<file path="config.mk">
export PLATFORM = sky130hd
export DESIGN_NAME = leaky_relu_sched_flat
export DESIGN_NICKNAME = d
export VERILOG_FILES = /design/src/rtl/leaky_relu_sched_if.sv /design/src/rtl/leaky_relu_sched.sv /design/src/flat_wrapper.sv
export SDC_FILE = /design/constraint.sdc
export NUM_CORES = 1
export LEC_CHECK = 0
export CAP_MARGIN = 25
export CORE_MARGIN = 2
export CORE_UTILIZATION = 30
export CTS_BUF_LIST = sky130_fd_sc_hd__clkbuf_16
export DETAILED_ROUTE_END_ITERATION = 7
export SLEW_MARGIN = 20
export SYNTH_ARGS = -nofsm -noshare
export SYNTH_HDL_FRONTEND = slang
export SYNTH_SLANG_ARGS = --single-unit
</file>
<file path="constraint.sdc">
create_clock -name clk -period 7.15 [get_ports clk]
set_input_delay 1.43 -clock clk [delete_from_list [all_inputs] [get_ports clk]]
set_output_delay 1.43 -clock clk [all_outputs]
set_load 0.01 [all_outputs]
</file>
<file path="src/rtl/leaky_relu_sched_if.sv">
// leaky_relu_sched_if: row-stream and array-side bus of the leaky-ReLU pass
// sequencer. slave is the controller view, master the environment view
// (upstream producer, leaky-ReLU array and writeback sink).
interface leaky_relu_sched_if #(
    parameter int N = 2
);
    logic                 in_valid;
    logic                 in_ready;
    logic [N*16-1:0]      in_data;
    logic signed [15:0]   lr_leak_factor;
    logic [N-1:0]         lr_valid;
    logic [N*16-1:0]      lr_data;
    logic [N-1:0]         lr_valid_ret;
    logic [N*16-1:0]      lr_data_ret;
    logic                 out_valid;
    logic [N*16-1:0]      out_data;

    modport slave (
        input  in_valid, in_data, lr_valid_ret, lr_data_ret,
        output in_ready, lr_leak_factor, lr_valid, lr_data, out_valid, out_data
    );

    modport master (
        output in_valid, in_data, lr_valid_ret, lr_data_ret,
        input  in_ready, lr_leak_factor, lr_valid, lr_data, out_valid, out_data
    );
endinterface

</file>
<file path="src/rtl/leaky_relu_sched.sv">
// leaky_relu_sched: sequences one activation pass through an N-column
// leaky-ReLU array. Latches rows and leak factor on start, accepts rows with
// valid/ready, skews columns diagonally into the array and de-skews the
// returned columns into aligned output rows.
// Optional build macro LR_SCHED_CHECK_EN: sticky alignment checker on err;
// without it err is tied low.
module leaky_relu_sched #(
    parameter int N     = 2,
    parameter int ROW_W = 16,
    parameter int LAT   = 1
) (
    input  logic               clk,
    input  logic               rst,
    input  logic               cfg_start,
    input  logic [ROW_W-1:0]   cfg_rows,
    input  logic signed [15:0] cfg_leak,
    output logic               busy,
    output logic               done,
    output logic               err,
    leaky_relu_sched_if.slave  bus
);

    localparam int DATA_W = 16;

    typedef enum logic [2:0] {
        S_IDLE,
        S_LOAD,
        S_RUN,
        S_DRAIN,
        S_DONE
    } state_t;

    state_t             state;
    state_t             state_nxt;
    logic [ROW_W-1:0]   rows_q;
    logic [ROW_W-1:0]   acc_cnt;
    logic [ROW_W-1:0]   out_cnt;
    logic [ROW_W-1:0]   acc_cnt_nxt;
    logic [ROW_W-1:0]   out_cnt_nxt;
    logic               accept;
    logic               out_fire;
    logic               start_ok;
    logic [N-1:0]       aligned_vld;
    logic [N*DATA_W-1:0] aligned_dat;

    // Row acceptance is purely a function of state and the accept count.
    assign bus.in_ready = (state == S_RUN) && (acc_cnt < rows_q);
    assign accept       = bus.in_valid && bus.in_ready;
    assign start_ok     = (state == S_IDLE) && cfg_start;

    // out_cnt only counts rows that belong to the current pass, so it never
    // runs past rows_q.
    assign out_fire    = bus.out_valid && ((state == S_RUN) || (state == S_DRAIN))
                         && (out_cnt < rows_q);
    assign acc_cnt_nxt = acc_cnt + {{(ROW_W-1){1'b0}}, accept};
    assign out_cnt_nxt = out_cnt + {{(ROW_W-1){1'b0}}, out_fire};

    // State register.
    always_ff @(posedge clk or negedge rst) begin
        if (!rst) begin
            state <= S_IDLE;
        end else begin
            state <= state_nxt;
        end
    end

    // Next-state and control outputs; RUN/DRAIN exits look at the post-edge
    // counts so the last accept or last output and the exit share an edge.
    always_comb begin
        state_nxt = state;
        busy      = 1'b1;
        done      = 1'b0;
        case (state)
            S_IDLE: begin
                busy = 1'b0;
                if (cfg_start) state_nxt = S_LOAD;
            end
            S_LOAD: begin
                state_nxt = (rows_q == '0) ? S_DONE : S_RUN;
            end
            S_RUN: begin
                if (acc_cnt_nxt == rows_q) state_nxt = S_DRAIN;
            end
            S_DRAIN: begin
                if (out_cnt_nxt == rows_q) state_nxt = S_DONE;
            end
            S_DONE: begin
                done      = 1'b1;
                state_nxt = S_IDLE;
            end
            default: begin
                state_nxt = S_IDLE;
            end
        endcase
    end

    // Pass configuration and row counters; counters restart on each start.
    always_ff @(posedge clk or negedge rst) begin
        if (!rst) begin
            rows_q             <= '0;
            bus.lr_leak_factor <= '0;
            acc_cnt            <= '0;
            out_cnt            <= '0;
        end else if (start_ok) begin
            rows_q             <= cfg_rows;
            bus.lr_leak_factor <= cfg_leak;
            acc_cnt            <= '0;
            out_cnt            <= '0;
        end else begin
            acc_cnt <= acc_cnt_nxt;
            out_cnt <= out_cnt_nxt;
        end
    end

    for (genvar i = 0; i < N; i++) begin : g_col
        localparam int DESKEW = N - 1 - i;

        logic [i:0]               vld_p;
        logic signed [DATA_W-1:0] dat_p [i+1];

        // Skew line: column i reaches the array i+1 cycles after its accept;
        // data is forced to zero for non-accepted cycles.
        always_ff @(posedge clk or negedge rst) begin
            if (!rst) begin
                vld_p <= '0;
                for (int k = 0; k <= i; k++) dat_p[k] <= '0;
            end else begin
                vld_p[0] <= accept;
                dat_p[0] <= accept ? bus.in_data[DATA_W*i +: DATA_W] : '0;
                for (int k = 1; k <= i; k++) begin
                    vld_p[k] <= vld_p[k-1];
                    dat_p[k] <= dat_p[k-1];
                end
            end
        end

        assign bus.lr_valid[i]                  = vld_p[i];
        assign bus.lr_data[DATA_W*i +: DATA_W]  = dat_p[i];

        if (DESKEW == 0) begin : g_direct
            assign aligned_vld[i]                   = bus.lr_valid_ret[i];
            assign aligned_dat[DATA_W*i +: DATA_W]  = bus.lr_data_ret[DATA_W*i +: DATA_W];
        end else begin : g_deskew
            logic [DESKEW-1:0]        dvld_p;
            logic signed [DATA_W-1:0] ddat_p [DESKEW];

            // De-skew line: earlier columns wait for the last column to return.
            always_ff @(posedge clk or negedge rst) begin
                if (!rst) begin
                    dvld_p <= '0;
                    for (int k = 0; k < DESKEW; k++) ddat_p[k] <= '0;
                end else begin
                    dvld_p[0] <= bus.lr_valid_ret[i];
                    ddat_p[0] <= bus.lr_data_ret[DATA_W*i +: DATA_W];
                    for (int k = 1; k < DESKEW; k++) begin
                        dvld_p[k] <= dvld_p[k-1];
                        ddat_p[k] <= ddat_p[k-1];
                    end
                end
            end

            assign aligned_vld[i]                  = dvld_p[DESKEW-1];
            assign aligned_dat[DATA_W*i +: DATA_W] = ddat_p[DESKEW-1];
        end
    end

    assign bus.out_valid = &aligned_vld;
    assign bus.out_data  = bus.out_valid ? aligned_dat : '0;

`ifdef LR_SCHED_CHECK_EN
    // Sticky error: columns returned out of alignment, or an output row
    // beyond the pass row count.
    always_ff @(posedge clk or negedge rst) begin
        if (!rst) begin
            err <= 1'b0;
        end else if (((aligned_vld != '0) && (aligned_vld != '1)) ||
                     (bus.out_valid && ((state == S_RUN) || (state == S_DRAIN)) &&
                      (out_cnt == rows_q))) begin
            err <= 1'b1;
        end
    end
`else
    assign err = 1'b0;
`endif

endmodule

</file>
<file path="src/flat_wrapper.sv">
// flat-port wrapper written by rule: the top's interface ports become plain ports
module leaky_relu_sched_flat 
#(
    parameter int N     = 2,
    parameter int ROW_W = 16,
    parameter int LAT   = 1
)
  (clk, rst, cfg_start, cfg_rows, cfg_leak, busy, done, err, bus_in_valid, bus_in_data, bus_lr_valid_ret, bus_lr_data_ret, bus_in_ready, bus_lr_leak_factor, bus_lr_valid, bus_lr_data, bus_out_valid, bus_out_data);
  leaky_relu_sched_if #(.N(N)) bus_i ();
  input  logic clk;
  input  logic rst;
  input  logic cfg_start;
  input  logic [ROW_W-1:0] cfg_rows;
  input  logic signed [15:0] cfg_leak;
  output logic busy;
  output logic done;
  output logic err;
  input wire logic [$bits(bus_i.in_valid)-1:0] bus_in_valid;
  input wire logic [$bits(bus_i.in_data)-1:0] bus_in_data;
  input wire logic [$bits(bus_i.lr_valid_ret)-1:0] bus_lr_valid_ret;
  input wire logic [$bits(bus_i.lr_data_ret)-1:0] bus_lr_data_ret;
  output wire logic [$bits(bus_i.in_ready)-1:0] bus_in_ready;
  output wire logic [$bits(bus_i.lr_leak_factor)-1:0] bus_lr_leak_factor;
  output wire logic [$bits(bus_i.lr_valid)-1:0] bus_lr_valid;
  output wire logic [$bits(bus_i.lr_data)-1:0] bus_lr_data;
  output wire logic [$bits(bus_i.out_valid)-1:0] bus_out_valid;
  output wire logic [$bits(bus_i.out_data)-1:0] bus_out_data;
  assign bus_i.in_valid = bus_in_valid;
  assign bus_i.in_data = bus_in_data;
  assign bus_i.lr_valid_ret = bus_lr_valid_ret;
  assign bus_i.lr_data_ret = bus_lr_data_ret;
  assign bus_in_ready = bus_i.in_ready;
  assign bus_lr_leak_factor = bus_i.lr_leak_factor;
  assign bus_lr_valid = bus_i.lr_valid;
  assign bus_lr_data = bus_i.lr_data;
  assign bus_out_valid = bus_i.out_valid;
  assign bus_out_data = bus_i.out_data;
  leaky_relu_sched #(.N(N), .ROW_W(ROW_W), .LAT(LAT)) u_core (.clk(clk), .rst(rst), .cfg_start(cfg_start), .cfg_rows(cfg_rows), .cfg_leak(cfg_leak), .busy(busy), .done(done), .err(err), .bus(bus_i));
endmodule
</file>
==> results of run 1 <==
## layout make-up
type / count / area share
Sequential cell: 134 / 0.361
Multi-Input combinational cell: 433 / 0.321
Timing Repair Buffer: 194 / 0.207
Clock buffer: 17 / 0.0458
Tap cell: 280 / 0.0377
Clock inverter: 15 / 0.0171
Inverter: 25 / 0.0101
## registers in the layout, summed over array words and instances (netlist names)
| signal | count |
|---|---|
| u_core.acc_cnt | 16 |
| u_core.bus.lr_data | 16 |
| u_core.bus.lr_leak_factor | 16 |
| u_core.g_col.dat_p | 32 |
| u_core.g_col.g_deskew.ddat_p | 16 |
| u_core.g_col.g_deskew.dvld_p | 1 |
| u_core.g_col.vld_p | 2 |
| u_core.out_cnt | 16 |
| u_core.rows_q | 16 |
| u_core.state | 3 |
## cell families after synthesis
logic type | synth area share
buf+inv | 0.0575
other cells | 0.000560
mux | 0.0286
compound gates | 0.102
simple gates | 0.167
xor+xnor | 0.0805
flops | 0.500
fa+ha+maj | 0.0635
## critical path: cells and delay by family
kind	cells	cell delay, ns
adder cells (fa/ha/maj)	1	0.21
buffers and inverters	2	0.71
AND/OR/NAND/NOR	6	1.37
AO/OA/AOI/OAI	5	1.52
## worst max-delay path by stage
stage	from	endpoint	slack [ns]	cells past startpoint
after global routing	u_core.rows_q[9]	u_core.state[0]	1.99	17
after global placement	bus_lr_valid_ret[1]	u_core.state[2]	1.92	14
final	bus_lr_valid_ret[1]	u_core.state[2]	2.25	14
after CTS	bus_lr_valid_ret[1]	u_core.state[2]	2.30	14
after floorplan	bus_lr_valid_ret[1]	u_core.state[0]	2.98	12
after detailed placement	bus_lr_valid_ret[1]	u_core.state[2]	1.87	14
## where the power goes
part,total (W),switching (W),internal (W)
clock network,0.000870,0.000375,0.000495
registers,0.000908,0.0000853,0.000822
logic,0.000439,0.000210,0.000229
## routing by layer
| metal | vias up | global-route usage |
|---|---|---|
| met1 | 2549 | 0.202 |
| met3 | 17 | 0.0522 |
| met5 | - | 0 |
| met2 | 179 | 0.247 |
| li1 | 2580 | - |
| met4 | 0 | 0.0537 |
## per-stage QoR
stage               std cells  cell area [sq um]  power [W]
finish                   1098               9280    0.00222
global route             1098               9280    0.00234
CTS                      1098               9280    0.00225
detailed placement       1066               8700    0.00136
global placement         1066               8700    0.00135
floorplan                 646               6700    0.00118
## layout by cell type, fill, tap and decap left out, drive strengths merged, types with 3 or more instances in the layout
| cell type | n |
|---|---|
| clkdlybuf4s50 | 186 |
| nor2b | 3 |
| nor3 | 7 |
| xnor3 | 3 |
| inv | 34 |
| and3 | 35 |
| nand2b | 4 |
| a2111oi | 3 |
| dfrtp | 134 |
| mux2 | 17 |
| a21oi | 44 |
| o211a | 3 |
| and4 | 3 |
| clkbuf | 17 |
| buf | 8 |
| nor2 | 40 |
| nand4 | 16 |
| nand3 | 46 |
| ha | 34 |
| xnor2 | 41 |
| and2 | 3 |
| nand3b | 3 |
| nand2 | 38 |
| clkinv | 3 |
| o21ai | 23 |
| a21o | 15 |
| nor4 | 15 |
| xor2 | 12 |
| a31oi | 4 |
==> impl_metrics.json, run 1 <==
{
  "outcome": "completed",
  "setup_viol": 0,
  "arrival_ns": 5.24,
  "die_w_um": 153,
  "first_pass_iters": 4,
  "fin_nets": 941,
  "syn_avg_cell_area_sq_um": 10.4,
  "cp_cell_sequence": "clkdlybuf4s50_1, buf_4, and2_1, nand3_1, a21oi_1, o221a_2, ha_1, nand4_2, or4_4, a311o_1, a2111oi_2, nand4_1, o31ai_1, and4b_1",
  "reg2reg_slack_ns": 2.40,
  "path_max_fanout": 33,
  "cts_buffers": 17,
  "min_period_over_period": 0.685,
  "die_y_um": 153,
  "ctsResizeCount": 0,
  "maxCapViolCount": 0,
  "antenna_found_initial": 0,
  "grt_pass1_wl_um": 29300,
  "routed-wl-met2_um": 8310,
  "num_rows": 54,
  "critical_path_class": "in -> reg",
  "top_layer": "met4",
  "finClkSkew_ns": 0.00995,
  "hold_ws_ns": 0.348,
  "p_leak_nw": 4.16,
  "cts_sinks": 134,
  "insertedDiodeCount": 0,
  "io_pins": 189,
  "hold_buffers": 0,
  "start_util": 0.306,
  "wl_per_cell_um": 16.4,
  "htree_levels": 4,
  "synth_warnings": 0,
  "holdPathEnd": "u_core.bus.lr_data[19]",
  "fmax_mhz": 204,
  "clkTransAtPathRegs_ns": 0.06,
  "ys_top_cells_by_count": "dfrtp_1, nand3_1, a21oi_1, xnor2_1, nor2_1",
  "min_path_cells": 0,
  "synth_area_sq_um": 6700,
  "min_period_ns": 4.90,
  "drtAntennaViolNets": 0,
  "dp_hpwl_um": 12500,
  "tightest_slew_ns": 0.851,
  "r2r-end": "u_core.state[2]",
  "synth_area_leaders": "dfrtp_1, ha_1, xnor2_1",
  "grt_pass1_vias": 5463,
  "wl_met1_um": 8030,
  "synth_flop_cell": "dfrtp_1",
  "start_kind": "input pin",
  "routed_wl_um": 18000,
  "area_delta_synth_final_pct": 38.5,
  "synth_top_area_share": 0.500,
  "slowest_stage": "or4_4",
  "synth_top_area_cell": "dfrtp_1",
  "reg2reg_from": "u_core.rows_q[1]",
  "power_density_nw_per_um2": 239,
  "required_ns": 7.49,
  "fin_util": 0.424,
  "synthDistinctLibCells": 52,
  "final_hold_viol_count": 0,
  "synth_edf_count": 0,
  "ir_drop_v": 0.000151,
  "yosys.cell_count.top_type": "dfrtp_1",
  "routed-wl-met3_um": 1360,
  "async_flop_share": 1.00,
  "seqCellArea_sq_um": 3350,
  "slew_headroom": 0.433,
  "hold_start": "u_core.g_col[1].dat_p[19]",
  "end_kind": "register",
  "worstRegToRegCells": 16,
  "avgViaCountPerCell": 4.85,
  "setup_ws_ns": 2.25,
  "gr-usage-all-layers": 0.156,
  "synth_nets": 782,
  "syn_inst": 646,
  "port_buffers": 187,
  "synth-seq-cells": 134,
  "multi_input_area_sq_um": 2980,
  "nFillCells": 2151,
  "gp_congestion": 0.826,
  "setup_tns_ns": 0,
  "vias": 5325,
  "cts_tree": "built",
  "clk-insertion-delay-late_ns": 0.42,
  "core_area_sq_um": 21900,
  "clockBufferDepth": 2,
  "grt_max_degree": 85,
  "min_path_type": "reg -> reg",
  "cts_setup_buffers": 0,
  "root_buffer": "clkbuf_16",
  "die-area_sq_um": 23600,
  "synth_seq_area_share": 0.500,
  "cp_slowest_stage_delay_ns": 0.49,
  "post-place-ws_ns": 1.87,
  "post-route-drc-count": 0,
  "grt_overflow": 0,
  "drv_slew": 0,
  "rsz0062_at_grt": "false",
  "drive_above_1_share": 0.0831,
  "first_iter_violations": 301
}
Note: power is estimated with default switching activity, not from simulation.
==> run 2: changes to the inputs <==
clock period = 4.27 ns   (was 7.15 ns; I/O delays follow)
==> impl_metrics.json, run 2 (synthesis gave the netlist of run 1 again) <==
{
  "largest_register_ffs": 32,
  "vias": 5461,
  "min_path_cells": 0,
  "gp_congestion": 0.911,
  "total_power_w": 0.00383,
  "final_cell_mix": "clkdlybuf4s50_1, dfrtp_1, nand3_1, a21oi_1",
  "first_pass_iters": 4,
  "fmax_mhz": 247,
  "drtAntennaViolNets": 0,
  "fin_nets": 977,
  "root_buffer": "clkbuf_16",
  "post-route-drc-count": 0,
  "io_pins": 189,
  "avgViaCountPerCell": 4.82,
  "place_area_sq_um": 8970,
  "final_common_cell": "clkdlybuf4s50_1",
  "r2r-end": "u_core.state[2]",
  "hold_ws_ns": 0.345,
  "clkTransAtPathRegs_ns": 0.06,
  "insertedDiodeCount": 0,
  "antenna_found_initial": 0,
  "required_ns": 4.61,
  "fin_area_sq_um": 9650,
  "end_kind": "register",
  "core_area_sq_um": 21900,
  "final_hold_viol_count": 0,
  "grt_max_degree": 97,
  "routed_wl_um": 18000,
  "arrival_ns": 4.39,
  "die_y_um": 153,
  "clockBufferDepth": 2,
  "setup_viol": 0,
  "start_kind": "register",
  "post-place-cells": 1101,
  "port_buffers": 187,
  "area_delta_synth_final_pct": 44.0,
  "largest_register": "u_core.g_col.dat_p",
  "first_iter_violations": 313,
  "dp_hpwl_um": 13200,
  "critical_path_class": "reg -> reg",
  "min_period_over_period": 0.948,
  "htree_levels": 4,
  "reg2reg_slack_ns": 0.22,
  "power_density_nw_per_um2": 396,
  "reg2reg_from": "u_core.rows_q[1]",
  "holdPathEnd": "u_core.bus.lr_data[21]",
  "wl_met1_um": 7930,
  "routed-wl-met2_um": 8250,
  "slew_headroom": 0.411,
  "maxCapViolCount": 0,
  "path_max_fanout": 3,
  "hold_start": "u_core.g_col[1].dat_p[21]",
  "drv_slew": 0,
  "die_w_um": 153,
  "drive_above_1_share": 0.126,
  "seqCellArea_sq_um": 3350,
  "start_util": 0.306,
  "outcome": "completed",
  "clk-insertion-delay-late_ns": 0.42,
  "wl_per_cell_um": 15.9,
  "multi_input_area_sq_um": 3040,
  "num_rows": 54,
  "finClkSkew_ns": 0.00926,
  "stdcell_count": 1134,
  "grt_pass1_vias": 5637,
  "routed-wl-met3_um": 1540,
  "ir_drop_v": 0.000263,
  "worstRegToRegCells": 16,
  "die-area_sq_um": 23600,
  "gr-usage-all-layers": 0.155,
  "cts_buffers": 17,
  "tightest_slew_ns": 0.884,
  "grt_overflow": 0,
  "nFillCells": 2135,
  "min_period_ns": 4.05,
  "cts_tree": "built",
  "top_layer": "met4",
  "grt_pass1_wl_um": 29100,
  "min_path_type": "reg -> reg",
  "setup_ws_ns": 0.221,
  "post-place-ws_ns": -0.227,
  "cts_sinks": 134,
  "p_leak_nw": 4.36
}
[run 2: changes by cell type in the layout (fill, tap and decap cells not counted), sizes merged]
cell,change
clkinvlp,-1
bufinv,+1
clkinv,+1
buf,+36
inv,-1
[run 2: where the power goes]
| part | switching [W] | internal (W) | total [W] |
|---|---|---|---|
| Combinational | 0.000419 | 0.000447 | 0.000865 |
| Sequential | 0.000110 | 0.00138 | 0.00149 |
| Clock | 0.000600 | 0.000874 | 0.00147 |
| Total | 0.00113 | 0.00270 | 0.00383 |
[run 2: per-layer routing]
layer,GRT usage,vias up
met5,0,-
met4,0.0507,0
met3,0.0578,25
met2,0.246,189
met1,0.195,2598
li1,-,2649
[run 2: what timing repair did]
| item | CTS | global route |
|---|---|---|
| endpoints found under the setup margin | 3 | 4 |
| buffers inserted | 0 | 1 |
| pin swaps | 5 | 9 |
| hold buffers | 0 | 0 |
| resized for setup | 5 | 10 |
[run 2: final cells by class]
class	count	area share
clock inverter	15	0.0171
multi-input combinational	433	0.315
clock buffer	17	0.0441
inverter	25	0.00972
sequential	134	0.347
timing repair buffer	230	0.230
tap	280	0.0363
[run 2: worst max-delay path by stage]
stage,slack [ns],cells past startpoint,to,from
floorplan,0.11,15,u_core.state[0],u_core.out_cnt[1]
global placement,-0.21,13,u_core.state[0],bus_lr_valid_ret[1]
detailed placement,-0.23,13,u_core.state[2],bus_lr_valid_ret[1]
CTS,0.01,16,u_core.state[2],u_core.rows_q[1]
global route,-0.005,16,u_core.state[2],u_core.rows_q[1]
finish,0.22,16,u_core.state[2],u_core.rows_q[1]
[run 2: worst max-delay path, cell delays in order, from the launching register on]
cell,delay (ns)
dfrtp_1,0.38
inv_1,0.08
ha_1,0.23
a21o_1,0.17
a21o_1,0.18
a21o_1,0.17
a21o_1,0.18
a2111oi_4,0.29
o221a_2,0.28
ha_4,0.15
nand4_4,0.11
or4_4,0.44
a311o_1,0.32
a2111oi_4,0.27
nand4_1,0.18
o31ai_2,0.32
and4b_1,0.23
[run 2: through the flow]
step	setup TNS [ns]	util
floorplan	0	-
global placement	-0.589	0.410
detailed placement	-0.630	0.410
CTS	0	0.438
global route	-0.00510	0.441
finish	0	0.441
